### src/rtl/clock_pkg.sv
// Shared types and helpers for the multi-alarm timekeeping core.
package clock_pkg;

    typedef enum logic [1:0] {
        IDLE   = 2'd0,
        RING   = 2'd1,
        SNOOZE = 2'd2
    } alarm_state_t;

    localparam int HOUR_W = 5;
    localparam int MIN_W  = 6;

    function automatic logic [7:0] bin2bcd(input logic [6:0] v);
        logic [6:0] tens;
        logic [6:0] ones;
        tens = v / 7'd10;
        ones = v - tens * 7'd10;
        return {tens[3:0], ones[3:0]};
    endfunction

endpackage

### src/rtl/alarm_channel.sv
// One alarm channel: IDLE/RING/SNOOZE state machine with ring-timeout and snooze counters.
module alarm_channel
    import clock_pkg::*;
#(
    parameter int RING_SEC   = 60,
    parameter int SNOOZE_MIN = 5
) (
    input  logic                    clk_i,
    input  logic                    rst_i,
    input  logic                    en_i,
    input  logic [HOUR_W+MIN_W-1:0] hm_i,
    input  logic                    tick_i,
    input  logic                    sec_wrap_i,
    input  logic [HOUR_W-1:0]       hour_nx_i,
    input  logic [MIN_W-1:0]        min_nx_i,
    input  logic                    snooze_i,
    output logic                    ring_o
);

    localparam int SNOOZE_TICKS = SNOOZE_MIN * 60;
    localparam int RW = $clog2(RING_SEC + 1);
    localparam int SW = $clog2(SNOOZE_TICKS + 1);

    alarm_state_t  state_q;
    logic [RW-1:0] ring_cnt_q;
    logic [SW-1:0] snz_cnt_q;
    logic          ring_q;
    logic          valid_set;
    logic          match;

    // Match on the tick that carries the clock into the alarm's HH:MM:00.
    assign valid_set = (hm_i[HOUR_W+MIN_W-1:MIN_W] <= 5'd23) && (hm_i[MIN_W-1:0] <= 6'd59);
    assign match     = en_i && sec_wrap_i && valid_set && (hm_i == {hour_nx_i, min_nx_i});
    assign ring_o    = ring_q;

    always_ff @(posedge clk_i or posedge rst_i) begin
        if (rst_i) begin
            state_q    <= IDLE;
            ring_cnt_q <= '0;
            snz_cnt_q  <= '0;
            ring_q     <= 1'b0;
        end else begin
            case (state_q)
                IDLE: begin
                    if (match) begin
                        state_q    <= RING;
                        ring_cnt_q <= RW'(RING_SEC);
                        ring_q     <= 1'b1;
                    end
                end
                RING: begin
                    if (!en_i) begin
                        state_q <= IDLE;
                        ring_q  <= 1'b0;
                    end else if (snooze_i) begin
                        state_q   <= SNOOZE;
                        snz_cnt_q <= SW'(SNOOZE_TICKS);
                        ring_q    <= 1'b0;
                    end else if (tick_i) begin
                        if (ring_cnt_q < RW'(2)) begin
                            state_q <= IDLE;
                            ring_q  <= 1'b0;
                        end else begin
                            ring_cnt_q <= ring_cnt_q - RW'(1);
                        end
                    end
                end
                SNOOZE: begin
                    if (!en_i) begin
                        state_q <= IDLE;
                    end else if (tick_i) begin
                        if (snz_cnt_q < SW'(2)) begin
                            state_q    <= RING;
                            ring_cnt_q <= RW'(RING_SEC);
                            ring_q     <= 1'b1;
                        end else begin
                            snz_cnt_q <= snz_cnt_q - SW'(1);
                        end
                    end
                end
                default: begin
                    state_q <= IDLE;
                    ring_q  <= 1'b0;
                end
            endcase
        end
    end

endmodule

### src/rtl/multi_alarm_clock_core.sv
// HH:MM:SS timekeeper with button adjust, N alarm channels, hourly chime and BCD display word.
module multi_alarm_clock_core
    import clock_pkg::*;
#(
    parameter int TICK_CYCLES = 100_000_000,
    parameter int N_ALARM     = 4,
    parameter int RING_SEC    = 60,
    parameter int SNOOZE_MIN  = 5,
    parameter int CHIME_SEC   = 4
) (
    input  logic                   CLK100MHZ,
    input  logic                   rst,
    input  logic                   mode24,
    input  logic                   adj_en,
    input  logic                   adj_sel,
    input  logic                   adj_dir,
    input  logic                   btn,
    input  logic                   snooze,
    input  logic [N_ALARM-1:0]     alarm_en,
    input  logic [11*N_ALARM-1:0]  alarm_hm,
    output logic [HOUR_W-1:0]      hour24,
    output logic [MIN_W-1:0]       minute,
    output logic [MIN_W-1:0]       second,
    output logic [31:0]            disp_data,
    output logic [N_ALARM-1:0]     alarm_ring,
    output logic                   chime,
    output logic                   tick_1hz
);

    localparam int PW = (TICK_CYCLES > 1) ? $clog2(TICK_CYCLES) : 1;
    localparam int CW = $clog2(CHIME_SEC + 1);

    logic [PW-1:0]     pre_q, pre_d;
    logic              tick;
    logic              tick_1hz_q;
    logic [2:0]        btn_sync_q, snz_sync_q;
    logic              btn_edge, snz_edge;
    logic [HOUR_W-1:0] hour_q, hour_d, hour_nx;
    logic [MIN_W-1:0]  min_q, min_d, min_nx;
    logic [MIN_W-1:0]  sec_q, sec_d, sec_nx;
    logic              sec_wrap, min_wrap;
    logic [CW-1:0]     chime_q, chime_d;
    logic [HOUR_W-1:0] hour_disp;
    logic [3:0]        ring_idx;

    always_comb begin
        tick  = 1'b0;
        pre_d = pre_q + PW'(1);
        if (adj_en) begin
            pre_d = '0;
        end else if (pre_q == PW'(TICK_CYCLES - 1)) begin
            tick  = 1'b1;
            pre_d = '0;
        end
    end

    // Bits [1:0] synchronise the raw button, bit [2] holds the previous level for edge detect.
    assign btn_edge = btn_sync_q[1] & ~btn_sync_q[2];
    assign snz_edge = snz_sync_q[1] & ~snz_sync_q[2];

    assign sec_wrap = tick && (sec_q == 6'd59);
    assign min_wrap = sec_wrap && (min_q == 6'd59);
    assign sec_nx   = (sec_q == 6'd59) ? 6'd0 : sec_q + 6'd1;
    assign min_nx   = (sec_q == 6'd59) ? ((min_q == 6'd59) ? 6'd0 : min_q + 6'd1) : min_q;
    assign hour_nx  = (sec_q == 6'd59 && min_q == 6'd59) ?
                      ((hour_q == 5'd23) ? 5'd0 : hour_q + 5'd1) : hour_q;

    always_comb begin
        sec_d  = sec_q;
        min_d  = min_q;
        hour_d = hour_q;
        if (adj_en) begin
            sec_d = '0;
            if (btn_edge) begin
                if (adj_sel)
                    hour_d = adj_dir ? ((hour_q == 5'd0) ? 5'd23 : hour_q - 5'd1)
                                     : ((hour_q == 5'd23) ? 5'd0 : hour_q + 5'd1);
                else
                    min_d = adj_dir ? ((min_q == 6'd0) ? 6'd59 : min_q - 6'd1)
                                    : ((min_q == 6'd59) ? 6'd0 : min_q + 6'd1);
            end
        end else if (tick) begin
            sec_d  = sec_nx;
            min_d  = min_nx;
            hour_d = hour_nx;
        end
    end

    always_comb begin
        chime_d = chime_q;
        if (min_wrap)
            chime_d = CW'(CHIME_SEC);
        else if (tick && chime_q != '0)
            chime_d = chime_q - CW'(1);
    end

    always_ff @(posedge CLK100MHZ or posedge rst) begin
        if (rst) begin
            pre_q      <= '0;
            tick_1hz_q <= 1'b0;
            btn_sync_q <= '0;
            snz_sync_q <= '0;
            sec_q      <= '0;
            min_q      <= '0;
            hour_q     <= '0;
            chime_q    <= '0;
        end else begin
            pre_q      <= pre_d;
            tick_1hz_q <= (pre_d < PW'(TICK_CYCLES / 2));
            btn_sync_q <= {btn_sync_q[1:0], btn};
            snz_sync_q <= {snz_sync_q[1:0], snooze};
            sec_q      <= sec_d;
            min_q      <= min_d;
            hour_q     <= hour_d;
            chime_q    <= chime_d;
        end
    end

    for (genvar k = 0; k < N_ALARM; k++) begin : g_alarm
        alarm_channel #(
            .RING_SEC   (RING_SEC),
            .SNOOZE_MIN (SNOOZE_MIN)
        ) u_ch (
            .clk_i      (CLK100MHZ),
            .rst_i      (rst),
            .en_i       (alarm_en[k]),
            .hm_i       (alarm_hm[11*k +: 11]),
            .tick_i     (tick),
            .sec_wrap_i (sec_wrap),
            .hour_nx_i  (hour_nx),
            .min_nx_i   (min_nx),
            .snooze_i   (snz_edge),
            .ring_o     (alarm_ring[k])
        );
    end

    always_comb begin
        hour_disp = hour_q;
        if (!mode24) begin
            if (hour_q == 5'd0)
                hour_disp = 5'd12;
            else if (hour_q > 5'd12)
                hour_disp = hour_q - 5'd12;
        end
        ring_idx = '0;
        for (int k = N_ALARM - 1; k >= 0; k--)
            if (alarm_ring[k]) ring_idx = 4'(k + 1);
    end

    assign disp_data = {bin2bcd({2'b00, hour_disp}), bin2bcd({1'b0, min_q}), bin2bcd({1'b0, sec_q}),
                        (hour_q >= 5'd12), 3'b000, ring_idx};
    assign hour24    = hour_q;
    assign minute    = min_q;
    assign second    = sec_q;
    assign chime     = (chime_q != '0);
    assign tick_1hz  = tick_1hz_q;

endmodule

### config.mk
export PLATFORM = sky130hd
export DESIGN_NAME = multi_alarm_clock_core
export DESIGN_NICKNAME = d
export VERILOG_FILES = /design/src/rtl/clock_pkg.sv /design/src/rtl/alarm_channel.sv /design/src/rtl/multi_alarm_clock_core.sv
export SDC_FILE = /design/constraint.sdc
export NUM_CORES = 1
export LEC_CHECK = 0
export CORE_AREA = 2 2 131 133
export DETAILED_ROUTE_END_ITERATION = 7
export DIE_AREA = 0 0 133 135
export PLACE_DENSITY = 0.77
export RECOVER_POWER = 100
export SLEW_MARGIN = 25
export SYNTH_ARGS = -nofsm -noshare
export SYNTH_HDL_FRONTEND = slang
export SYNTH_HIERARCHICAL = 1
export SYNTH_SLANG_ARGS = --single-unit
### constraint.sdc
create_clock -name CLK100MHZ -period 6.82 [get_ports CLK100MHZ]
set_input_delay 0.682 -clock CLK100MHZ [delete_from_list [all_inputs] [get_ports CLK100MHZ]]
set_output_delay 0.682 -clock CLK100MHZ [all_outputs]
set_load 0.02 [all_outputs]
### Word-level counts from Yosys, hierarchy flattened

Index checks and enable logic that the tools add are counted.

| cells by class | value |
|---|---|
| add/sub/neg operators | 19 |
| reduce and logical (&&, ||, !) cells | 55 |
| eq/ne operators | 75 |
| divide/modulo/power cells | 3 |
| bitwise operators | 4 |
| $lt $le $gt $ge | 19 |
| multiply operators | 3 |
| muxes and demuxes | 161 |

Operators with widths:

| operator | count |
|---|---|
| 2-to-1 mux 6 bit | 43 |
| 2-to-1 mux 9 bit | 17 |
| case mux 6 bit (3 select lines) | 4 |
| case mux 9 bit (2 select lines) | 4 |
| 2-to-1 mux 2 bit | 32 |
| inequality test 2 bit, second input constant | 32 |
| 2-to-1 mux 5 bit | 11 |
| 2-to-1 mux 27 bit | 2 |
| AND reduction 6 bit | 8 |
| equality test 11 bit | 4 |
| < comparator 9 x 2 -> 1 bit, second input constant | 4 |
| AND reduction 9 bit | 4 |
| subtractor 9 x 1 -> 9 bit, second input constant | 4 |
| 2-to-1 mux 1 bit | 34 |
| subtractor 6 x 1 -> 6 bit, second input constant | 5 |
| adder 27 x 1 -> 27 bit, second input constant | 1 |
| equality test 27 bit, second input constant | 1 |
| < comparator 27 x 26 -> 1 bit, second input constant | 1 |
| <= comparator 6 bit, second input constant | 4 |
| < comparator 6 x 2 -> 1 bit, second input constant | 4 |
| case mux 2 bit (3 select lines) | 4 |
| inequality test 2 x 1 -> 1 bit, second input constant | 11 |
| multiplier 7 x 3 -> 3 bit, second input constant | 3 |
| <= comparator 5 bit, second input constant | 4 |
| 32 further kinds | 98 |

| word-level totals | value |
|---|---|
| output and inout port bits | 55 |
| logic and storage cells | 363 |
| bits of input ports | 56 |
| register bits after elaboration | 126 |

### Depth between registers and ports, before layout

Gate-level depths: netlist (run 1).

| logic depth | value |
|---|---|
| word-level depth | 9 |
| depth in mapped cells | 22 |

### Hierarchy

Netlist (run 1), hierarchy kept.

Modules (own cells, without submodules):

| module | sequential area each (µm²) | area each (µm²) | cells each | instances |
|---|---|---|---|---|
| alarm_channel | 450.4 | 1227.4 | 134 | 4 |
| multi_alarm_clock_core | 1351.3 | 4194.0 | 509 | 1 |

### Least setup slack after synthesis (run 1)

OpenSTA, ideal clock, no wires.

| timing path | value |
|---|---|
| path type | register -> output |
| start | reg hour_q[0] (netlist: hour24[0]) |
| end | out disp_data[27] |
| cell stages (with the launch flop) | 23 |
| path slack | 1.629 ns |
| data required time | 6.138 ns |
| arrival | 4.509 ns |
| cells stage by stage | dfrtp_1 > inv_1 > ha_1 > nand2_1 > a31oi_1 > or2_2 > xnor2_1 > or2_2 > inv_1 > ha_1 > inv_1 > ha_1 > a31o_2 > inv_1 > ha_1 > nand3b_1 > nand2_1 > nand4b_1 > a2bb2oi_1 > ha_1 > fa_1 > xnor2_1 > xnor2_1 |

| between the ends | value |
|---|---|
| longest elaborated chain between the ends | 7 |

Ends and longest elaborated chain:

| what | line | source |
|---|---|---|
| from (decl) | multi_alarm_clock_core.sv:38 | `logic [HOUR_W-1:0] hour_q, hour_d, hour_nx;` |
| from (signal assigned) | multi_alarm_clock_core.sv:114 | `hour_q <= hour_d;` |
| subtractor 5 x 4 -> 5 bit or greater-than comparator 5 x 4 -> 1 bit (tied branches) | multi_alarm_clock_core.sv:143, multi_alarm_clock_core.sv:142 |  |
| 2-to-1 mux 5 bit | multi_alarm_clock_core.sv:142 | `else if (hour_q > 5'd12)` |
| 2-to-1 mux 5 bit | multi_alarm_clock_core.sv:140 | `if (hour_q == 5'd0)` |
| 2-to-1 mux 5 bit (*) | multi_alarm_clock_core.sv:139 | `if (!mode24) begin` |
| divider 5 x 4 -> 7 bit (*) | clock_pkg.sv:16 | `tens = v / 7'd10;` |
| via disp_data[28] | multi_alarm_clock_core.sv:24 | `output logic [31:0] disp_data,` |
| multiplier 7 x 3 -> 3 bit (*) | clock_pkg.sv:17 | `ones = v - tens * 7'd10;` |
| subtractor 4 bit (*) | clock_pkg.sv:17 |  |
| to (decl) | multi_alarm_clock_core.sv:24 |  |

The timed path passes the listed nets; every way through them passes the cells marked *.

### Final worst setup path (run 1)

| timing path | value |
|---|---|
| start | reg hour_q[0] (netlist: hour24[0]) |
| end | out disp_data[27] |

| between the ends | value |
|---|---|
| longest elaborated chain between the ends | 7 |

Ends and longest elaborated chain:

| what | line |
|---|---|
| subtractor 5 x 4 -> 5 bit or greater-than comparator 5 x 4 -> 1 bit (tied branches) | multi_alarm_clock_core.sv:143, multi_alarm_clock_core.sv:142 |
| 2-to-1 mux 5 bit | multi_alarm_clock_core.sv:142 |
| 2-to-1 mux 5 bit | multi_alarm_clock_core.sv:140 |
| 2-to-1 mux 5 bit (*) | multi_alarm_clock_core.sv:139 |
| divider 5 x 4 -> 7 bit | clock_pkg.sv:16 |
| multiplier 7 x 3 -> 3 bit | clock_pkg.sv:17 |
| subtractor 4 bit (*) | clock_pkg.sv:17 |

Mark *: on every way between the ends. The rest lies on a longest branch, timed or not.

==> impl_metrics.toml, run 1 <==
[outcome]
status = "complete, but fails checks"
failed_checks = "capacitance limit, slew limit"

[grt]
overflow = 0
grt_max_degree = 55
grt_first_pass_wirelength_um = 37400
grt_pass1_vias = 7598
globalRouteTotalUtil_pct = 25.5
antenna_found_initial = 0

[yosys]
synth.largest_area_cell = "dfrtp_1"
synth_edf_count = 0
synth_area_leaders = "dfrtp_1 35%, xor2_1 6.1%, ha_1 4.7%"
synth-compound-area-share_pct = 19.4
netlist_top_cells_count = "126 x dfrtp_1, 97 x nor2_1, 88 x nand2_1"
syn_inst = 1045
yosysTopAreaCellShare_pct = 34.6
muxShareOfSynthArea_pct = 1.29
synthAdderAreaFrac_pct = 5.44
synth_seq_cells = 126
avgSynthCellArea_um2 = 8.71
syn_area_mm2 = 0.00910
ys_warn_count = 6
synth_top_family_by_area = "simple AND/OR/NAND/NOR gates"
synth_most_common_cell = "dfrtp_1"
synth-xor-area-share_pct = 9.43
yosys.area_share.simple_pct = 24.1
synthArstFlopShare_pct = 100
ys_seq_area_share_pct = 34.6
ys_types = 75
synth_flop_cell = "dfrtp_1"

[clocking]
clk_path_buf_depth = 2
cts_buffers = 17
post_cts_buffers = 0
clock_latency_ps = 420
cts_htree_levels = 4
holdBufCountCts = 0
clk_pin_slew_ps = 50
root_buffer = "clkbuf_16"
cts_resized = 0
cts_sinks = 126
cts_tree = "yes"

[cells_and_area]
antenna_cells = 0
drive_gt1_share_pct = 5.56
final_core_util_pct = 65.4
fillerInstances = 1373
fin_cells = 1371
postLayoutCellArea_mm2 = 0.0107
nets = 1233
syn_to_final_growth_pct = 17.8

[route]
first_pass_iters = 5
wl_per_cell_um = 16.1
drtIter0Drc = 574
drt_wl_total_um = 22100
drt-vias-per-instance = 5.91
vias = 8099
drc = 0
ant_nets = 0

[placement]
io_buffers = 102
place_area_mm2 = 0.0103
dp.final_hpwl_um = 15900
place.gp.congestion = 0.907
dp.cells = 1341

[sta]
finalCritPeriodShare_pct = 88.1
max_slew_margin_pct = -93.4
finClkSkew_ps = 12.1
slew_viol_final = 62
grt_setup_unrepaired = "no"
tightestPinTransition_ps = 2900
setup_viol = 0
hold_viol = 0
hold_slack_ps = 349
fin_setup_tns_ps = 0
max_freq_ghz = 0.166
min_period_ps = 6010

[power_and_ir_drop]
power.density_mw_per_mm2 = 253
p_leak_nw = 4.60
peakVddDrop_v = 0.000263

[worst_hold_path]
min_path_type = "reg -> reg"
min_from = "btn_sync_q[0]"

[die]
start_util_pct = 55.5
ioPinCount = 111
die_y_um = 135
rows = 47
die_w_um = 133
core_mm2 = 0.0164
dieArea_mm2 = 0.0180

[worst_setup_path]
critical_path_class = "reg -> out"
max_stage_delay_ps = 680
startpoint_type = "register"
worstPathArrival_ps = 5330
worst-endpoint-required_ps = 6140
crit_top_cell = "ha_1"
startpoint = "hour24[0]"
crit_family = "adder cells"
cp_num_buf_inv = 5
crit_chain = "inv_1, ha_1, nand2_1, a31oi_1, or2_2, xnor2_1, or2_2, inv_1, ha_1, inv_1, ha_1, a31o_2, inv_1, ha_1, nand3b_1, nand2_1, nand4b_1, a2bb2oi_1, ha_1, fa_1, xnor2_1, xnor2_1, dlygate4sd3_1"
end_kind = "output pin"
r2r-start = "pre_q[0]"
critPathMaxFanout = 8
cp_slowest_cell = "dlygate4sd3_1"

[run]
maxCapViolCount = 2
[area by class of cell]
class | instances | area (um^2) | area share (%)
sequential | 126 | 3150 | 29.4
clock inverter | 6 | 110 | 1.03
inverter | 80 | 300 | 2.80
timing repair buffer | 110 | 1070 | 9.94
clock buffer | 24 | 472 | 4.40
multi-input combinational | 805 | 5350 | 49.9
tap | 220 | 275 | 2.57
[state kept, by name, indices dropped and copies added (netlist names), 4 cells and up]
| register | count |
|---|---|
| g_alarm.u_ch/ring_o | 4 |
| g_alarm.u_ch/ring_cnt_q | 24 |
| g_alarm.u_ch/state_q | 8 |
| minute | 6 |
| hour24 | 5 |
| g_alarm.u_ch/snz_cnt_q | 36 |
| second | 6 |
| pre_q | 27 |
[cells in the final DEF (no fill, tap or decap), types with 7 or more instances in the layout]
master / netlist / layout
o31ai_1: 8 / 8
o211ai_1: 15 / 15
nor3_1: 29 / 29
dfrtp_1: 126 / 126
and3_1: 15 / 15
nor2b_1: 13 / 12
nand2b_1: 11 / 11
xnor2_1: 35 / 35
o21ai_0: 47 / 54
nor2_1: 97 / 97
a31oi_1: 12 / 11
clkdlybuf4s50_1: 0 / 51
clkbuf_16: 0 / 17
a41o_1: 8 / 8
a21oi_1: 45 / 45
nor4_2: 9 / 8
conb_1: 1 / 8
a21o_1: 8 / 8
and4_1: 7 / 7
or3_1: 7 / 7
xor2_1: 63 / 63
o2111ai_1: 10 / 10
a211oi_1: 12 / 16
nand3b_1: 12 / 12
nand4_1: 15 / 15
clkbuf_1: 18 / 9
ha_1: 34 / 34
or2_2: 8 / 8
inv_1: 80 / 79
nor4_1: 15 / 15
o31a_1: 8 / 8
and2_1: 12 / 11
nand3_1: 40 / 41
dlygate4sd3_1: 0 / 51
nand2_1: 88 / 92
[power breakdown]
group	leakage (nW)	switching, mW	internal, mW
combinational	2.66	0.542	0.418
sequential	1.67	0.0731	0.776
clock	0.276	0.311	0.589
[metrics by stage]
stage	setup slack, ps	power (mW)
after floorplan	1630	1.48
after global placement	1280	1.85
after detailed placement	1180	1.87
after CTS	847	2.77
after global routing	505	2.87
final	812	2.71
[path summary, 6_finish.rpt]
path | end | slack, ps | cells past startpoint
worst min-delay path | btn_sync_q[1] | 350 | 0
max in group asynchronous | hour24[4] | 3230 | 3
worst min register to register | btn_sync_q[1] | 350 | 0
worst max-delay path | disp_data[27] | 810 | 23
worst max register to register | g_alarm[3].u_ch/ring_cnt_q[5] | 1830 | 10
min in group asynchronous | g_alarm[2].u_ch/ring_o | 970 | 2
[metal layers]
| metal | vias up | share of wire [%] | track usage (%) |
|---|---|---|---|
| met4 | 0 | 1.9 | 8.72 |
| met2 | 262 | 45 | 39.2 |
| met1 | 3872 | 47 | 35.8 |
| met3 | 31 | 6.0 | 5.41 |
| met5 | - | 0 | 0 |
| li1 | 3934 | - | - |
[logic make-up after synthesis]
group	after synthesis
other	1
DFF	126
muxes	11
and+or+nand+nor	409
buffers and inverters	121
adders and majority gates	38
xor gates and xnor gates	98
AOI/OAI and AO/OA	241
Note: power is estimated with default switching activity, not from simulation.
==> run 2, diff against run 1 <==
- CTS_BUF_LIST: not set -> sky130_fd_sc_hd__clkbuf_4 sky130_fd_sc_hd__clkbuf_8
- GPL_TIMING_DRIVEN: not set -> 0
==> impl_metrics.toml, run 2 (synthesis results as in run 1) <==
[clocking]
clk_pin_slew_ps = 80
cts_buffers = 17
post_cts_buffers = 0
clk_path_buf_depth = 2
root_buffer = "clkbuf_8"
cts_sinks = 126
cts_tree = "yes"
cts_htree_levels = 4
clock_latency_ps = 440
holdBufCountCts = 0
cts_resized = 0

[cells_and_area]
postLayoutCellArea_mm2 = 0.0108
multi_input_comb_area_mm2 = 0.00539
final_cell_mix = "126 x dfrtp_1, 97 x nor2_1, 92 x nand2_1"
fillerInstances = 1409
largest_reg_flops = 36
antenna_cells = 0
drive_gt1_share_pct = 7.56
regArea_mm2 = 0.00315
final_common_cell = "dfrtp_1"
nets = 1270
top_regs = "g_alarm.u_ch/snz_cnt_q x36, pre_q x27, g_alarm.u_ch/ring_cnt_q x24"
syn_to_final_growth_pct = 18.4
regMostFlops = "g_alarm.u_ch/snz_cnt_q"

[sta]
slew_viol_final = 53
fin_setup_tns_ps = 0
tightestPinTransition_ps = 2810
min_period_ps = 6120
grt_setup_unrepaired = "no"
max_slew_margin_pct = -87.5
hold_viol = 0
max_freq_ghz = 0.163
finClkSkew_ps = 13.0
finalCritPeriodShare_pct = 89.8
setup_viol = 0

[worst_setup_path]
end_kind = "output pin"
worst-endpoint-required_ps = 6140
r2r_slack_ps = 1680
endpoint = "disp_data[27]"
r2r-start = "pre_q[0]"
critPathMaxFanout = 8
worstPathArrival_ps = 5440
startpoint = "hour24[0]"
r2r-end = "g_alarm[2].u_ch/ring_cnt_q[5]"
r2r_cells = 12
startpoint_type = "register"
critical_path_class = "reg -> out"

[route]
vias = 8224
wl_per_cell_um = 16.1
drt_wl_total_um = 22600
drc = 0
drt-vias-per-instance = 5.83
ant_nets = 0
drtIter0Drc = 490
first_pass_iters = 5

[grt]
globalRouteTotalUtil_pct = 26.2
grt_first_pass_wirelength_um = 38300
antenna_found_initial = 0
grt_max_degree = 53
overflow = 0
grt_pass1_vias = 7873

[placement]
io_buffers = 102
dp.final_hpwl_um = 16800
place.gp.congestion = 0.901
place_area_mm2 = 0.0105

[die]
die_w_um = 133
dieArea_mm2 = 0.0180
start_util_pct = 55.5
die_y_um = 135
ioPinCount = 111
core_mm2 = 0.0164
rows = 47

[power_and_ir_drop]
power_mw = 2.50
p_leak_nw = 4.64
peakVddDrop_v = 0.000256
power.density_mw_per_mm2 = 232

[outcome]
failed_checks = "capacitance limit, slew limit"
status = "complete, but fails checks"

[run]
maxCapViolCount = 2

[worst_hold_path]
min_path_type = "reg -> reg"
==> run 2: metal layers <==
layer	global-route usage, %	wire, um	up-vias
met5	0	0	-
met4	7.53	431	0
met3	5.26	1520	37
met2	41.8	10300	244
met1	36.4	10400	3921
li1	-	-	4022
==> run 2: worst min path at each step <==
stage | cells past startpoint | slack (ps) | end | from
3_3_place_gp | 0 | 330 | snz_sync_q[1] | snz_sync_q[0]
2_1_floorplan | 0 | 330 | btn_sync_q[1] | btn_sync_q[0]
6_report | 0 | 350 | snz_sync_q[1] | snz_sync_q[0]
5_1_grt | 0 | 360 | btn_sync_q[1] | btn_sync_q[0]
4_1_cts | 0 | 360 | snz_sync_q[1] | snz_sync_q[0]
3_5_place_dp | 0 | 340 | snz_sync_q[1] | snz_sync_q[0]
==> run 2: report_power, final <==
part	total [mW]	internal (mW)	switching (mW)
sequential	0.821	0.775	0.0457
clock	0.668	0.375	0.293
combinational	1.02	0.421	0.595
total	2.50	1.57	0.934
==> run 2: layout make-up <==
class | count | area share [%]
Clock buffer | 20 | 2.44
Inverter | 80 | 2.80
Clock inverter | 12 | 1.34
Buffer | 41 | 1.88
Timing Repair Buffer | 106 | 9.68
Tap cell | 220 | 2.55
Multi-Input combinational cell | 805 | 50.1
Sequential cell | 126 | 29.3
==> run 2: critical path: stages (launching register included) <==
cell	delay [ps]
dfrtp_1	490
inv_1	180
ha_1	330
nand2_1	90
a31oi_1	100
or2_2	320
xnor2_1	150
or2_2	350
inv_1	110
ha_1	150
inv_1	40
ha_1	200
a31o_2	260
inv_1	60
ha_1	110
nand3b_1	90
nand2_1	80
nand4b_1	100
a2bb2oi_1	210
ha_1	220
fa_1	370
xnor2_1	200
xnor2_1	140
dlygate4sd3_1	690
==> run 2: metrics by stage <==
stage	utilization [%]	worst slack (ps)	instances	hold WS [ps]
CTS	66.5	733	1410	356
global route	65.7	386	1410	360
floorplan	-	1630	1052	331
detailed placement	64.0	1200	1378	342
global placement	63.5	1230	1374	334
finish	65.7	695	1410	353
==> run 3, diff against run 2 <==
- CAP_MARGIN: not set -> 10
- PLACE_DENSITY: 0.77 -> not set
- PLACE_DENSITY_LB_ADDON: not set -> 0.08
==> impl_metrics.toml, run 3 (synthesis results as in run 1) <==
[grt]
grt_first_pass_wirelength_um = 37700
antenna_found_initial = 2
grt_max_degree = 53
overflow = 0
globalRouteTotalUtil_pct = 25.9
grt_pass1_vias = 7823

[cells_and_area]
antenna_cells = 0
drive_gt1_share_pct = 7.56
largest_reg_flops = 36
fin_cells = 1410
final_core_util_pct = 66.1
top_regs = "g_alarm.u_ch/snz_cnt_q x36, pre_q x27, g_alarm.u_ch/ring_cnt_q x24"
postLayoutCellArea_mm2 = 0.0108
final_cell_mix = "126 x dfrtp_1, 97 x nor2_1, 92 x nand2_1"
syn_to_final_growth_pct = 19.1
nets = 1270
fillerInstances = 1375
final_common_cell = "dfrtp_1"
regMostFlops = "g_alarm.u_ch/snz_cnt_q"

[clocking]
cts_sinks = 126
cts_buffers = 17
root_buffer = "clkbuf_8"
holdBufCountCts = 0
cts_tree = "yes"
post_cts_buffers = 0
cts_htree_levels = 4
clk_path_buf_depth = 2
clk_pin_slew_ps = 70
clock_latency_ps = 460
cts_resized = 0

[route]
ant_nets = 0
drt-vias-per-instance = 5.86
met3WireLength_um = 1410
first_pass_iters = 5
vias = 8256
drtIter0Drc = 499
drc = 0
wl_per_cell_um = 16.0
m1WireLength_um = 10100
top_layer = "met5"
wl_met2_um = 10500
drt_wl_total_um = 22600

[sta]
hold_slack_ps = 352
finClkSkew_ps = 12.7
max_freq_ghz = 0.163
finalCritPeriodShare_pct = 89.8
max_slew_margin_pct = -86.4
fin_setup_tns_ps = 0
slew_viol_final = 53
setup_slack_ps = 692
setup_viol = 0
hold_viol = 0
min_period_ps = 6130
grt_setup_unrepaired = "no"
tightestPinTransition_ps = 2800

[power_and_ir_drop]
combPwrFrac_pct = 37.8
intPower_mw = 1.69
p_leak_nw = 4.68
peakVddDrop_v = 0.000434
clkPwrFrac_pct = 30.9
p_sw_share_pct = 35.2
power.density_mw_per_mm2 = 241
power_mw = 2.62
power.switching_mw = 0.922
seqPwrFrac_pct = 31.4

[worst_setup_path]
cp_num_buf_inv = 5
max_stage_delay_ps = 680
crit_chain = "inv_1, ha_1, nand2_1, a31oi_1, or2_2, xnor2_1, or2_2, inv_1, ha_1, inv_1, ha_1, a31o_2, inv_1, ha_1, nand3b_1, nand2_1, nand4b_1, a2bb2oi_1, ha_1, fa_1, xnor2_1, xnor2_1, dlygate4sd3_1"
worst-endpoint-required_ps = 6140
r2r_cells = 12
startpoint_type = "register"
crit_family = "adder cells"
critical_path_class = "reg -> out"
crit_top_cell = "ha_1"
cp_slowest_cell = "dlygate4sd3_1"
cp.depth = 23
critPathMaxFanout = 8
end_kind = "output pin"
worstPathArrival_ps = 5450

[die]
dieArea_mm2 = 0.0180
ioPinCount = 111
die_y_um = 135
start_util_pct = 55.5
core_mm2 = 0.0164
die_w_um = 133
rows = 47

[placement]
place.gp.congestion = 0.927
dp.cells = 1378
io_buffers = 102
pre_cts_ws_ps = 1200
dp.final_hpwl_um = 16700
place_area_mm2 = 0.0105

[outcome]
status = "complete, but fails checks"
failed_checks = "capacitance limit, slew limit"

[run]
maxCapViolCount = 1

[worst_hold_path]
hold_path_depth = 0
min_path_type = "reg -> reg"
## run 3: worst paths after layout
kind                               start                             to  slack [ps]
max                            hour24[0]                  disp_data[27]         690
min                        snz_sync_q[0]                  snz_sync_q[1]         350
max reg2reg                     pre_q[0]  g_alarm[1].u_ch/ring_cnt_q[5]        1740
min reg2reg                snz_sync_q[0]                  snz_sync_q[1]         350
max in group asynchronous            rst                       pre_q[2]        3200
min in group asynchronous            rst                      hour24[4]         740
## run 3: layer usage
metal,vias up,global-route usage (%)
met5,-,0
met2,249,42.8
li1,4018,-
met1,3940,33.4
met4,4,9.20
met3,45,6.27
## run 3: layout make-up
type / count / area (um^2) / share of cell area (%)
inverters: 80 / 302 / 2.78
multi-input cells: 805 / 5370 / 49.6
clock inverters: 11 / 210 / 1.94
well taps: 220 / 275 / 2.54
plain buffers: 41 / 203 / 1.87
repair buffers: 106 / 1040 / 9.62
flip-flops and latches: 126 / 3150 / 29.1
clock buffers: 21 / 283 / 2.61
## run 3: power by group through the flow
stage	combinational, mW	clock (mW)	sequential [mW]
2_1_floorplan	0.633	0	0.851
3_3_place_gp	1.02	0	0.835
3_5_place_dp	1.03	0	0.836
4_1_cts	1.04	0.826	0.821
5_1_grt	1.09	0.853	0.826
6_report	0.988	0.808	0.821
